$ cat config.mk
export PLATFORM = sky130hd
export DESIGN_NAME = memory_regfile
export DESIGN_NICKNAME = d
export VERILOG_FILES = /design/src/rtl/memory_regfile_pkg.sv /design/src/rtl/memory_word_reg.sv /design/src/rtl/memory_regfile.sv
export SDC_FILE = /design/constraint.sdc
export NUM_CORES = 1
export LEC_CHECK = 0
export ABC_AREA = 0
export CORE_MARGIN = 1.5
export CORE_UTILIZATION = 25
export CTS_CLUSTER_SIZE = 12
export DETAILED_ROUTE_END_ITERATION = 6
export SLEW_MARGIN = 10
export SYNTH_ARGS = -nofsm -noshare
export SYNTH_HDL_FRONTEND = slang
export SYNTH_SLANG_ARGS = --single-unit
$ cat constraint.sdc
create_clock -name clk -period 2.6 [get_ports clk]
set_input_delay 0.78 -clock clk [delete_from_list [all_inputs] [get_ports clk]]
set_output_delay 0.78 -clock clk [all_outputs]
set_load 0.05 [all_outputs]
$ cat src/rtl/memory_regfile_pkg.sv
// Shared constants and the select-width helper for the small register-file memory.
// Imported by the word register and the top level.
package memory_regfile_pkg;

  localparam int DEFAULT_WIDTH = 16;
  localparam int DEFAULT_DEPTH = 2;

  // A 2-word store still needs one select bit, so clamp the width to at least 1.
  function automatic int sel_width(input int depth);
    return (depth > 2) ? $clog2(depth) : 1;
  endfunction

endpackage

$ cat src/rtl/memory_word_reg.sv
// One storage word: WIDTH-bit register with synchronous reset and a load enable.
// Reset wins over load.
module memory_word_reg
  import memory_regfile_pkg::*;
#(
  parameter int WIDTH = DEFAULT_WIDTH
) (
  input  logic             clk,
  input  logic             rst,
  input  logic             load_i,
  input  logic [WIDTH-1:0] data_i,
  output logic [WIDTH-1:0] data_o
);

  logic [WIDTH-1:0] data_d;
  logic [WIDTH-1:0] data_q;

  always_comb begin
    data_d = data_q;
    if (load_i) begin
      data_d = data_i;
    end
  end

  always_ff @(posedge clk) begin
    if (rst) begin
      data_q <= '0;
    end else begin
      data_q <= data_d;
    end
  end

  assign data_o = data_q;

endmodule

$ cat src/rtl/memory_regfile.sv
// DEPTH x WIDTH register file: one write port and one combinational read port sharing sel.
// Out-of-range selects (non-power-of-two DEPTH) ignore writes and read as zero.
module memory_regfile
  import memory_regfile_pkg::*;
#(
  parameter int WIDTH = DEFAULT_WIDTH,
  parameter int DEPTH = DEFAULT_DEPTH,
  parameter int SEL_W = sel_width(DEPTH)
) (
  input  logic             clk,
  input  logic             rst,
  input  logic [SEL_W-1:0] sel,
  input  logic             write,
  input  logic [WIDTH-1:0] dataIn,
  output logic [WIDTH-1:0] dataOut
);

  logic             in_range;
  logic [DEPTH-1:0] load_en;
  logic [WIDTH-1:0] word_q [DEPTH];

  assign in_range = (32'(sel) < 32'(DEPTH));

  generate
    for (genvar gi = 0; gi < DEPTH; gi++) begin : g_word
      assign load_en[gi] = write && in_range && (sel == SEL_W'(gi));

      memory_word_reg #(
        .WIDTH(WIDTH)
      ) u_word (
        .clk   (clk),
        .rst   (rst),
        .load_i(load_en[gi]),
        .data_i(dataIn),
        .data_o(word_q[gi])
      );
    end
  endgenerate

  // No match leaves the zero default, which covers out-of-range selects.
  always_comb begin
    dataOut = '0;
    for (int i = 0; i < DEPTH; i++) begin
      if (sel == SEL_W'(i)) begin
        dataOut = word_q[i];
      end
    end
  end

  // An unknown select or enable would otherwise fall through the decode as a silent no-op.
  a_ctrl_known: assert property (@(posedge clk) disable iff (rst) !$isunknown({sel, write}));

endmodule

# Word-level counts from Yosys, hierarchy flattened
# Index checks and enable logic that the tools add are counted.
word_totals:
  ff_bits: 32
  input_bits: 20
  output_inout_bits: 16
  wordCells: 6
op_classes:
  muxes: 1
  bitwise: 1
  reduce_logical: 2
ops:
  columns: ["operator", "n"]
  rows:
  - ["two-way mux 16 bit", 1]
  - ["logical AND 1 bit", 2]
  - ["NOT 1 bit", 1]

# Depth between registers and ports, before layout
# Gate-level depths: netlist of run 1.
logic_depth:
  ltp_word: 2
  ltp_mapped: 4

# Hierarchy
# A second synthesis of run 1 with hierarchy kept.
unflattened:
  cells_unflattened: 124
  hier_area_um2: 1418.9
modules_own_cells:
  columns: ["module", "n_inst", "cells_each", "area_each_um2", "seq_area_each_um2"]
  rows:
  - ["memory_word_reg", 2, 52, 580.6, 320.3]
  - ["memory_regfile", 1, 20, 257.7, 0.0]

# Worst setup path before layout of run 1
# No wires, ideal clock.
synth_timing:
  path_type: "input to output"
  startpoint: "input port sel"
  endpoint: "output port dataOut[10]"
  t_arrival_ps: 1498
  slack_ps: 322
  path_stages: 3
  path_cell_list: "buf_6 buf_6 mux2_2"
synth_via:
  elab_chain_cells: 1
synth_lines:
  columns: ["element", "line_no", "text"]
  rows:
  - ["start, declared", "memory_regfile.sv:12", "input logic [SEL_W-1:0] sel,"]
  - ["two-way mux 16 bit", "memory_regfile.sv:44", "if (sel == SEL_W'(i)) begin"]
  - ["end, declared", "memory_regfile.sv:15", "output logic [WIDTH-1:0] dataOut"]
# Every way passes these cells.

# Final worst setup path of run 1
layout_timing:
  startpoint: "input port sel"
  endpoint: "output port dataOut[8]"
# Same word-level chain as after synthesis.

==> results.txt, run 1 <==
----------------------------------------------------
[Setup path]
  Worst Path Class, Setup ... primary input to output port
  Worst Path Max Fanout ... 8
  Required time worst endpoint ... roughly 1800 ps
  Arr. time, crit path ... 1780 ps
  Crit path launch type ... primary input
  Critical path capture point type ... output port

[Global route]
  Wire length of the first global-routing pass ... 5.03 mm
  Largest net degree at the start of global routing ... between 40 and 50
  Grt peak-use layer ... met2
  Global route total overflow ... 0
  Initial antenna violation count ... 0
  Fraction of met1 tracks used by global routing ... 12.3%
  Via count of the first global-routing pass ... around 1100
  Routing usage on met3 ... 2.78%
  All-Layer GR Usage ... 10.3%
  Global routing usage on met2 ... 16.9%

[Timing]
  Final Max Tran Viols ... 0
  Final Worst Setup Slack ... 39.7 ps
  Final-report hold violation count ... 0
  Setup repair after global routing missed its margin ... false
  Minimum clock period after layout ... between 2000 and 3000 ps
  Remaining max-slew budget at the tightest pin ... about two thirds
  Final total negative setup slack ... 0 ps
  Fmax ... ~390 MHz
  Layout Skew ... 0 ps
  Least-Margin Pin Slew ... roughly 500 ps
  Post-route clock period utilization ... 98.5%
  Count of endpoints failing setup in the final report ... 0

[Die]
  Die span in x ... about 82 µm
  FP Rows ... 28
  Total core area ... 0.00596 mm²
  Initial core utilization ... about a quarter
  I/O pins ... 36
  Die area ... between 0.006 and 0.007 mm²
  Vert. Die Dim ... 81.7 µm

[Finish]
  Count of inserted antenna diode cells ... 0
  Final standard cell utilization of the core ... 34.6%
  Share of post-route cells with drive strength above 1 ... 25.1%
  Number of flip-flops in the largest register ... 32
  Post-layout nets ... approximately 200
  Synth-to-layout area growth ... 33.2%
  FILL cells ... 614

[Placement]
  Detailed-placement wirelength estimate ... 2.02 mm
  Worst Setup Slack post-DPL ... -198 ps
  Number of buffers added on ports ... 35
  Last weighted congestion value of the routability-driven placer ... 0.630

[Detailed routing]
  Number of nets with antenna violations after routing ... 0
  DR vias/cell ... 4.17
  DR vias ... 1058
  Remaining design rule violation count ... 0
  Total length of routed wires ... 3.04 mm
  DRT Pass-1 Iters ... 4
  Routed len/inst ... 12.0 µm
  Violation count after the first detailed-routing iteration ... 34

[Pwr]
  Maximum VDD drop ... 220 µV
  Power per Cell Area ... 551 mW/mm²
  Static leakage power ... 0.884 nW
  Total Power Consumption ... 0.00114 W

[Clock tree]
  Worst-Skew Late Latency ... 270 ps
  # hold bufs at CTS ... 0
  Post-CTS Setup Inserts ... 0
  Post-CTS clock slew at the launch and capture registers of the worst setup and hold paths ... 60 ps
  Cell chosen for the clock root ... sky130_fd_sc_hd__clkbuf_8
  Worst-case clock buffer depth ... 2
  Clock buffer count from CTS ... 5
  TritonCTS clock tree ... built
  TritonCTS Sinks ... 32
  Total number of H-tree levels ... 2

[Min path]
  Hold crit path type ... flop to flop

[Synthesis]
  Synthesized instance count ... 143
  Number of synthesized register bits ... 32
  Post-synthesis net count ... approximately 160
  Area of the mapped netlist ... about 0.0015 mm²
  Proportion of synthesized chip area in sequential cells ... 41.4%
  Number of distinct library cell variants in the gate-level netlist after synthesis ... 10
  Syn Area/Cell ... 10.8 µm²
  Yosys warning count ... 0

[Status]
  Run status ... complete, no violations

[Run]
  Maximum capacitance violations ... 0

----------------------------------------------------
[per-stage QoR]
stage / cells / area, µm² / hold WS [ps]
6_report: 254 / 2060 / 471
5_1_grt: 254 / 2060 / 489
4_1_cts: 254 / 2040 / 476
3_5_place_dp: 245 / 1910 / 458
3_3_place_gp: 245 / 1910 / 457
2_1_floorplan: 143 / 1550 / 445
[final cells by class]
cell class	instances	area, µm²	area share, %
well taps	75	93.8	4.55
repair buffers	39	405	19.6
flip-flops and latches	32	641	31.0
clock buffers	8	90.1	4.37
multi-input cells	100	833	40.4
[power by group]
group | total [W] | internal [W] | switching [W]
Clock | 0.000389 | 0.000216 | 0.000174
Sequential | 0.000528 | 0.000516 | 0.0000120
Combinational | 0.000219 | 0.000108 | 0.000111
[cells by family after synthesis]
group | share of synthesized area [%]
and+or+nand+nor | 21.5
muxes | 32.3
DFF | 41.4
buffers and inverters | 4.85
[metal layers]
| metal | vias up | part of all wire [%] |
|---|---|---|
| li1 | 546 | - |
| met2 | 21 | 46 |
| met3 | 8 | 4.9 |
| met1 | 483 | 47 |
| met5 | - | 0 |
| met4 | 0 | 2.0 |
[synth_stat cells]
| master | count | share of area, % |
|---|---|---|
| sky130_fd_sc_hd__dfxtp_1 | 32 | 41 |
| sky130_fd_sc_hd__nand2b_1 | 49 | 20 |
| sky130_fd_sc_hd__buf_6 | 4 | 2.9 |
| sky130_fd_sc_hd__mux2i_1 | 32 | 21 |
| sky130_fd_sc_hd__and2_1 | 1 | 0.40 |
| sky130_fd_sc_hd__nand2_2 | 1 | 0.40 |
| sky130_fd_sc_hd__nor2b_4 | 1 | 0.89 |
| sky130_fd_sc_hd__buf_2 | 3 | 0.97 |
| sky130_fd_sc_hd__clkbuf_1 | 4 | 0.97 |
| sky130_fd_sc_hd__mux2_2 | 16 | 12 |
[layout by cell type, fill, tap and decap left out, drive strengths merged]
cell / count
nand2b: 49
mux2i: 32
dfxtp: 32
buf: 19
clkdlybuf4s50: 18
mux2: 16
clkbuf: 8
nor2b: 1
and2: 1
nand2: 1
bufbuf: 1
clkdlybuf4s15: 1
[worst max-delay path, cell delays in order]
cell	delay, ps
sky130_fd_sc_hd__clkdlybuf4s15_2	220
sky130_fd_sc_hd__bufbuf_16	280
sky130_fd_sc_hd__mux2_2	340
sky130_fd_sc_hd__buf_6	150
[final timing paths]
check                                            startpoint  cells after the start  slack [ps]                          end
worst max-delay path                                    sel                      4          40                   dataOut[8]
worst min-delay path             g_word[0].u_word.data_o[1]                      2         470   g_word[0].u_word.data_o[1]
worst max register to register  g_word[1].u_word.data_o[15]                      2        2020  g_word[1].u_word.data_o[15]
worst min register to register   g_word[0].u_word.data_o[1]                      2         470   g_word[0].u_word.data_o[1]
[repair_timing]
action	CTS	global route
cloned	1	0
gates resized for setup	3	7
setup endpoints to repair	16	7
No activity file was read; power rests on OpenSTA's default activity.
==> inputs of run 2 (changes only) <==
--- a/config.mk
+++ b/config.mk
@@ -7,9 +7,10 @@
 export LEC_CHECK = 0
 export ABC_AREA = 0
 export CORE_MARGIN = 1.5
-export CORE_UTILIZATION = 25
+export CORE_UTILIZATION = 53
 export CTS_CLUSTER_SIZE = 12
 export DETAILED_ROUTE_END_ITERATION = 6
+export PLACE_DENSITY = 0.84
 export SLEW_MARGIN = 10
 export SYNTH_ARGS = -nofsm -noshare
 export SYNTH_HDL_FRONTEND = slang
==> results.txt, run 2 (synthesis results as in run 1) <==
----------------------------------------------------
[Status]
  Run status ... complete, no violations

[Detailed routing]
  DR vias/cell ... 5.22 (+25%)
  DRT Pass-1 Iters ... 4 (unchanged)
  DR vias ... 1092 (+3.2%)
  Total length of routed wires ... 2.94 mm (-3.4%)
  Remaining design rule violation count ... 0 (unchanged)
  Number of nets with antenna violations after routing ... 0 (unchanged)
  Violation count after the first detailed-routing iteration ... 21 (-38%)
  Routed len/inst ... 14.1 µm (+17%)

[Timing]
  Final-layout worst hold slack ... 480 ps (+9.11 ps)
  Remaining max-slew budget at the tightest pin ... 68.1% (+1.4 points)
  Least-Margin Pin Slew ... 477 ps (-21.1 ps)
  Fmax ... 390 MHz (-0.11%)
  Minimum clock period after layout ... 2560 ps (+2.82 ps)
  Post-route clock period utilization ... 98.6% (+0.11 points)
  Final total negative setup slack ... 0 ps (unchanged)
  Setup repair after global routing missed its margin ... false
  Final-report hold violation count ... 0 (unchanged)
  Final Max Tran Viols ... 0 (unchanged)
  Count of endpoints failing setup in the final report ... 0 (unchanged)
  Layout Skew ... 0 ps (unchanged)

[Setup path]
  Required time worst endpoint ... 1820 ps (about the same)
  Worst Path Max Fanout ... 10 (+2)
  Internal reg-to-reg setup slack ... 1980 ps (-40 ps)
  Crit Reg-Reg Startpoint ... g_word[1].u_word.data_o[4]
  Arr. time, crit path ... 1780 ps (about the same)
  Critical path capture point type ... output port
  End of the worst register-to-register path ... g_word[1].u_word.data_o[4]
  FF-to-FF path depth ... 2 (unchanged)
  Crit path launch type ... primary input
  Worst Path Class, Setup ... primary input to output port

[Pwr]
  Static leakage power ... 0.865 nW (-2.1%)
  Int Pwr ... 0.000755 W (-10%)
  Total Power Consumption ... 0.00104 W (-8.9%)
  Power share of the clock group ... 28.0% (-6.3 points)
  Net switching power ... 0.000281 W (-5.5%)
  Power per Cell Area ... 527 mW/mm² (-4.3%)
  Part of the power in combinational logic ... 21.0% (+1.7 points)
  Maximum VDD drop ... 463 µV (+110%)
  Switching share of total power ... 27.1% (+0.97 points)
  Reg power frac ... 50.9% (+4.5 points)

[Finish]
  Synth-to-layout area growth ... 26.9%
  Cell area after layout ... 0.00197 mm² (-4.7%)
  Number of flip-flops in the largest register ... 32 (unchanged)
  Highest-count cells in the layout ignoring fill and taps ... sky130_fd_sc_hd__nand2b_1, sky130_fd_sc_hd__mux2i_1, sky130_fd_sc_hd__dfxtp_1
  Post-layout nets ... 197 (-0.51%)
  Final standard cell utilization of the core ... 71.3% (+37 points)
  Commonest non-fill, non-tap cell in the layout ... sky130_fd_sc_hd__nand2b_1
  FILL cells ... 216 (-65%)
  Share of post-route cells with drive strength above 1 ... 24.7% (-0.42 points)
  Count of inserted antenna diode cells ... 0 (unchanged)

[Placement]
  Number of buffers added on ports ... 35 (unchanged)
  Detailed-placement wirelength estimate ... 1.96 mm (-3.1%)
  Last weighted congestion value of the routability-driven placer ... 0.746 (+18%)
  Cell area after placement ... 0.00185 mm² (-3.3%)

[Min path]
  Hold Path Origin ... g_word[1].u_word.data_o[0]
  Min-Delay Path Depth ... 2 (unchanged)
  Endpoint with the worst hold slack ... g_word[1].u_word.data_o[0]
  Hold crit path type ... flop to flop

[Global route]
  Initial antenna violation count ... 0 (unchanged)
  Largest net degree at the start of global routing ... 49 (unchanged)
  Via count of the first global-routing pass ... 1124 (+4.2%)
  Wire length of the first global-routing pass ... 4.95 mm (-1.5%)
  All-Layer GR Usage ... 20.1% (+9.9 points)
  Global route total overflow ... 0 (unchanged)

[Die]
  Initial core utilization ... 56.2% (+30 points)
  FP Rows ... 19 (-32%)
  Die area ... 0.00326 mm² (-51%)
  Vert. Die Dim ... 57.1 µm (-30%)
  Total core area ... 0.00276 mm² (-54%)
  Die span in x ... 57.1 µm (-30%)
  I/O pins ... 36 (unchanged)

[Clock tree]
  Post-CTS clock slew at the launch and capture registers of the worst setup and hold paths ... 90 ps (+30 ps)
  Total number of H-tree levels ... 2 (unchanged)
  Worst-Skew Late Latency ... 330 ps (+60 ps)
  Worst-case clock buffer depth ... 2 (unchanged)
  TritonCTS Sinks ... 32 (unchanged)
  TritonCTS clock tree ... built
  Cell chosen for the clock root ... sky130_fd_sc_hd__clkbuf_4
  Clock buffer count from CTS ... 5 (unchanged)
  # hold bufs at CTS ... 0 (unchanged)

[Run]
  Maximum capacitance violations ... 0 (unchanged)

----------------------------------------------------
[run 2: cell count changes in the layout (fill, tap and decap cells not counted), sizes merged]
cell / change
buf: -1
[run 2: timing repair]
action	4_1_cts	5_1_grt
gates cloned	1	0
endpoints found under the setup margin	16	6
gates resized for setup	3	6
setup buffers	0	0
[run 2: how the worst max path moves through the flow]
stage	cells after the start	endpoint	from
2_1_floorplan	3	dataOut[10]	sel
3_3_place_gp	4	dataOut[1]	sel
3_5_place_dp	4	dataOut[4]	sel
4_1_cts	4	dataOut[13]	sel
5_1_grt	4	dataOut[2]	sel
6_report	4	dataOut[5]	sel
[run 2: critical path, cell delays in order]
cell and delay [ps]:
sky130_fd_sc_hd__clkdlybuf4s15_2 210, sky130_fd_sc_hd__bufbuf_16 280, sky130_fd_sc_hd__mux2_2 350, sky130_fd_sc_hd__buf_6 150
[run 2: stage by stage]
step / setup slack (ps) / std cells
5_1_grt: 15.0 / 209
3_3_place_gp: -191 / 200
2_1_floorplan: 322 / 143
3_5_place_dp: -195 / 200
4_1_cts: 1.46 / 209
6_report: 36.9 / 209
[run 2: metal layers]
metal	global-route usage (%)	part of all wire [%]	up-vias
met3	4.76	4.0	10
met1	22.9	43	507
met2	33.5	50	28
met5	0	0	-
met4	13.3	3.4	0
li1	-	-	547
[run 2: layout make-up]
class                           instances  area, µm²  share of cell area, %
Clock buffer                            8       58.8                   2.99
Multi-Input combinational cell        100        833                   42.4
Sequential cell                        32        641                   32.6
Tap cell                               31       38.8                   1.97
Timing Repair Buffer                   38        394                   20.1
[run 2: power groups by stage]
| stage | logic (W) | clock network [W] | registers, W |
|---|---|---|---|
| 2_1_floorplan | 0.000147 | 0 | 0.000535 |
| 5_1_grt | 0.000231 | 0.000329 | 0.000531 |
| 6_report | 0.000218 | 0.000291 | 0.000527 |
| 3_3_place_gp | 0.000203 | 0 | 0.000537 |
| 3_5_place_dp | 0.000208 | 0 | 0.000539 |
| 4_1_cts | 0.000215 | 0.000304 | 0.000528 |
==> inputs of run 3 (changes only) <==
--- a/config.mk
+++ b/config.mk
@@ -6,12 +6,14 @@
 export NUM_CORES = 1
 export LEC_CHECK = 0
 export ABC_AREA = 0
+export CORE_ASPECT_RATIO = 1.4
 export CORE_MARGIN = 1.5
 export CORE_UTILIZATION = 53
 export CTS_CLUSTER_SIZE = 12
 export DETAILED_ROUTE_END_ITERATION = 6
 export PLACE_DENSITY = 0.84
-export SLEW_MARGIN = 10
+export SETUP_SLACK_MARGIN = 0.5
+export SLEW_MARGIN = 20
 export SYNTH_ARGS = -nofsm -noshare
 export SYNTH_HDL_FRONTEND = slang
 export SYNTH_SLANG_ARGS = --single-unit
==> results.txt, run 3 (synthesis results as in run 1) <==
----------------------------------------------------
[Run]
  Maximum capacitance violations ... 0 (unchanged)

[Finish]
  Commonest non-fill, non-tap cell in the layout ... sky130_fd_sc_hd__nand2b_1
  Post-layout nets ... 199 (+1.0%)
  Multi-input logic area ... 893 µm² (+7.2%)
  Count of inserted antenna diode cells ... 0 (unchanged)
  Area used by sequential logic in the layout ... 641 µm² (unchanged)
  FILL cells ... 178 (-18%)
  Cell area after layout ... 0.00229 mm² (+16%)
  Synth-to-layout area growth ... 47.7%
  Number of flip-flops in the largest register ... 32 (unchanged)
  Share of post-route cells with drive strength above 1 ... 26.7% (+1.9 points)
  Highest-count cells in the layout ignoring fill and taps ... sky130_fd_sc_hd__nand2b_1, sky130_fd_sc_hd__mux2i_1, sky130_fd_sc_hd__dfxtp_1

[Clock tree]
  Clock buffer count from CTS ... 5 (unchanged)
  Cell chosen for the clock root ... sky130_fd_sc_hd__clkbuf_8
  Worst-Skew Late Latency ... 280 ps (-50 ps)
  Post-CTS clock slew at the launch and capture registers of the worst setup and hold paths ... 60 ps (-30 ps)
  Worst-case clock buffer depth ... 2 (unchanged)
  TritonCTS clock tree ... built
  Total number of H-tree levels ... 2 (unchanged)
  TritonCTS Sinks ... 32 (unchanged)

[Global route]
  Fraction of met1 tracks used by global routing ... 25.1% (+2.2 points)
  Largest net degree at the start of global routing ... 49 (unchanged)
  All-Layer GR Usage ... 24.4% (+4.3 points)
  Via count of the first global-routing pass ... 1240 (+10%)
  Global routing usage on met2 ... 44.5% (+11 points)
  Global route total overflow ... 0 (unchanged)
  Initial antenna violation count ... 0 (unchanged)
  Grt peak-use layer ... met2
  Routing usage on met3 ... 7.40% (+2.6 points)
  Wire length of the first global-routing pass ... 5.90 mm (+19%)

[Setup path]
  Ordered list of cells on the worst path ... buf_12, buf_16, mux2_4, buf_12
  Critical path capture point type ... output port
  Delay of the slowest cell on the worst path ... 310 ps (-40 ps)
  Arr. time, crit path ... 1510 ps (-270 ps)
  Worst Path Buf+Inv ... 3 (unchanged)
  Worst Path Class, Setup ... primary input to output port
  Worst Path Max Fanout ... 8 (-2)
  Family with the most delay on the worst path ... buffers and inverters
  Crit path launch type ... primary input
  CP max stage cell ... sky130_fd_sc_hd__mux2_4
  Cell with the most instances on the worst path ... sky130_fd_sc_hd__buf_12
  Required time worst endpoint ... 1820 ps (about the same)

[Detailed routing]
  DR vias ... 1118 (+2.4%)
  DR vias/cell ... 5.15 (-1.4%)
  DRT Pass-1 Iters ... 4 (unchanged)
  Routed len/inst ... 16.6 µm (+18%)
  Total length of routed wires ... 3.59 mm (+22%)
  Remaining design rule violation count ... 0 (unchanged)
  Number of nets with antenna violations after routing ... 0 (unchanged)
  Violation count after the first detailed-routing iteration ... 23 (+9.5%)

[Placement]
  Last weighted congestion value of the routability-driven placer ... 0.696 (-6.7%)
  Detailed-placement wirelength estimate ... 2.16 mm (+10%)
  Cell area after placement ... 0.00203 mm² (+9.6%)
  Number of buffers added on ports ... 35 (unchanged)

[Pwr]
  Static leakage power ... 0.993 nW (+15%)
  Power per Cell Area ... 580 mW/mm² (+10%)
  Maximum VDD drop ... 501 µV (+8.1%)

[Die]
  Die area ... 0.00326 mm² (+0.14%)
  Die span in x ... 48.7 µm (-15%)
  Vert. Die Dim ... 67.0 µm (+17%)
  I/O pins ... 36 (unchanged)
  FP Rows ... 23 (+4)
  Initial core utilization ... 54.9% (-1.2 points)
  Total core area ... 0.00282 mm² (+2.3%)

[Timing]
  Count of endpoints failing setup in the final report ... 0 (unchanged)
  Final-layout worst hold slack ... 479 ps (-1.30 ps)
  Post-route clock period utilization ... 88.0% (-11 points)
  Final-report hold violation count ... 0 (unchanged)
  Least-Margin Pin Slew ... 488 ps (+11.5 ps)
  Minimum clock period after layout ... 2290 ps (-276 ps)
  Fmax ... 437 MHz (+12%)
  Layout Skew ... 0 ps (unchanged)
  Setup repair after global routing missed its margin ... true
  Remaining max-slew budget at the tightest pin ... 67.4% (-0.77 points)
  Final Max Tran Viols ... 0 (unchanged)

[Min path]
  Hold crit path type ... flop to flop

[Status]
  Run status ... complete, no violations

----------------------------------------------------
-- run 3: changes by cell type in the layout (fill, tap and decap cells not counted), moves of 5 or more --
cell,change
sky130_fd_sc_hd__mux2_2,-16
sky130_fd_sc_hd__mux2_4,+16
sky130_fd_sc_hd__buf_12,+11
sky130_fd_sc_hd__buf_4,-9
sky130_fd_sc_hd__buf_6,-6
sky130_fd_sc_hd__buf_8,+6
sky130_fd_sc_hd__clkbuf_8,+6
sky130_fd_sc_hd__clkbuf_4,-5
-- run 3: worst reg2reg max path, delay by kind of cell (launching register included) --
kind,cells,cell delay [ps]
multiplexers,1,210
AND/OR/NAND/NOR,1,80
flip-flops,1,370
-- run 3: per-stage QoR --
stage / utilization (%) / setup TNS, ps / power [W] / worst slack [ps] / instances
detailed placement: 71.9 / -2500 / 0.000785 / -195 / 207
global placement: 71.9 / -2330 / 0.000776 / -181 / 207
floorplan: - / 0 / 0.000694 / 401 / 143
global route: 81.1 / 0 / 0.00136 / 301 / 217
finish: 81.1 / 0 / 0.00133 / 313 / 217
CTS: 80.8 / 0 / 0.00133 / 311 / 217
-- run 3: worst paths after layout --
check	start	endpoint	slack, ps	cells after the start
setup / recovery	sel	dataOut[11]	310	4
hold reg to reg	g_word[0].u_word.data_o[5]	g_word[0].u_word.data_o[5]	480	2
setup reg to reg	g_word[1].u_word.data_o[0]	g_word[1].u_word.data_o[0]	1860	2
hold / removal	g_word[0].u_word.data_o[5]	g_word[0].u_word.data_o[5]	480	2
-- run 3: timing repair --
item,CTS,global route
endpoints found under the setup margin,16,16
resized for setup,27,2
hold buffers,0,0
gates cloned,2,0
buffers inserted,0,0
-- run 3: per-layer routing --
layer | up-vias | part of all wire [%]
met5 | - | 0
met4 | 0 | 2.3
met3 | 11 | 4.4
met2 | 35 | 55
met1 | 527 | 39
li1 | 545 | -
-- run 3: area by class of cell --
class,count,share of cell area [%]
flip-flops and latches,32,28.0
clock buffers,7,4.21
well taps,37,2.02
clock inverters,1,1.31
repair buffers,40,25.4
multi-input cells,100,39.1
-- run 3: where the power goes --
group          switching, W  internal, W
registers         0.0000150     0.000516
logic              0.000125     0.000148
clock network      0.000185     0.000338
total              0.000325      0.00100
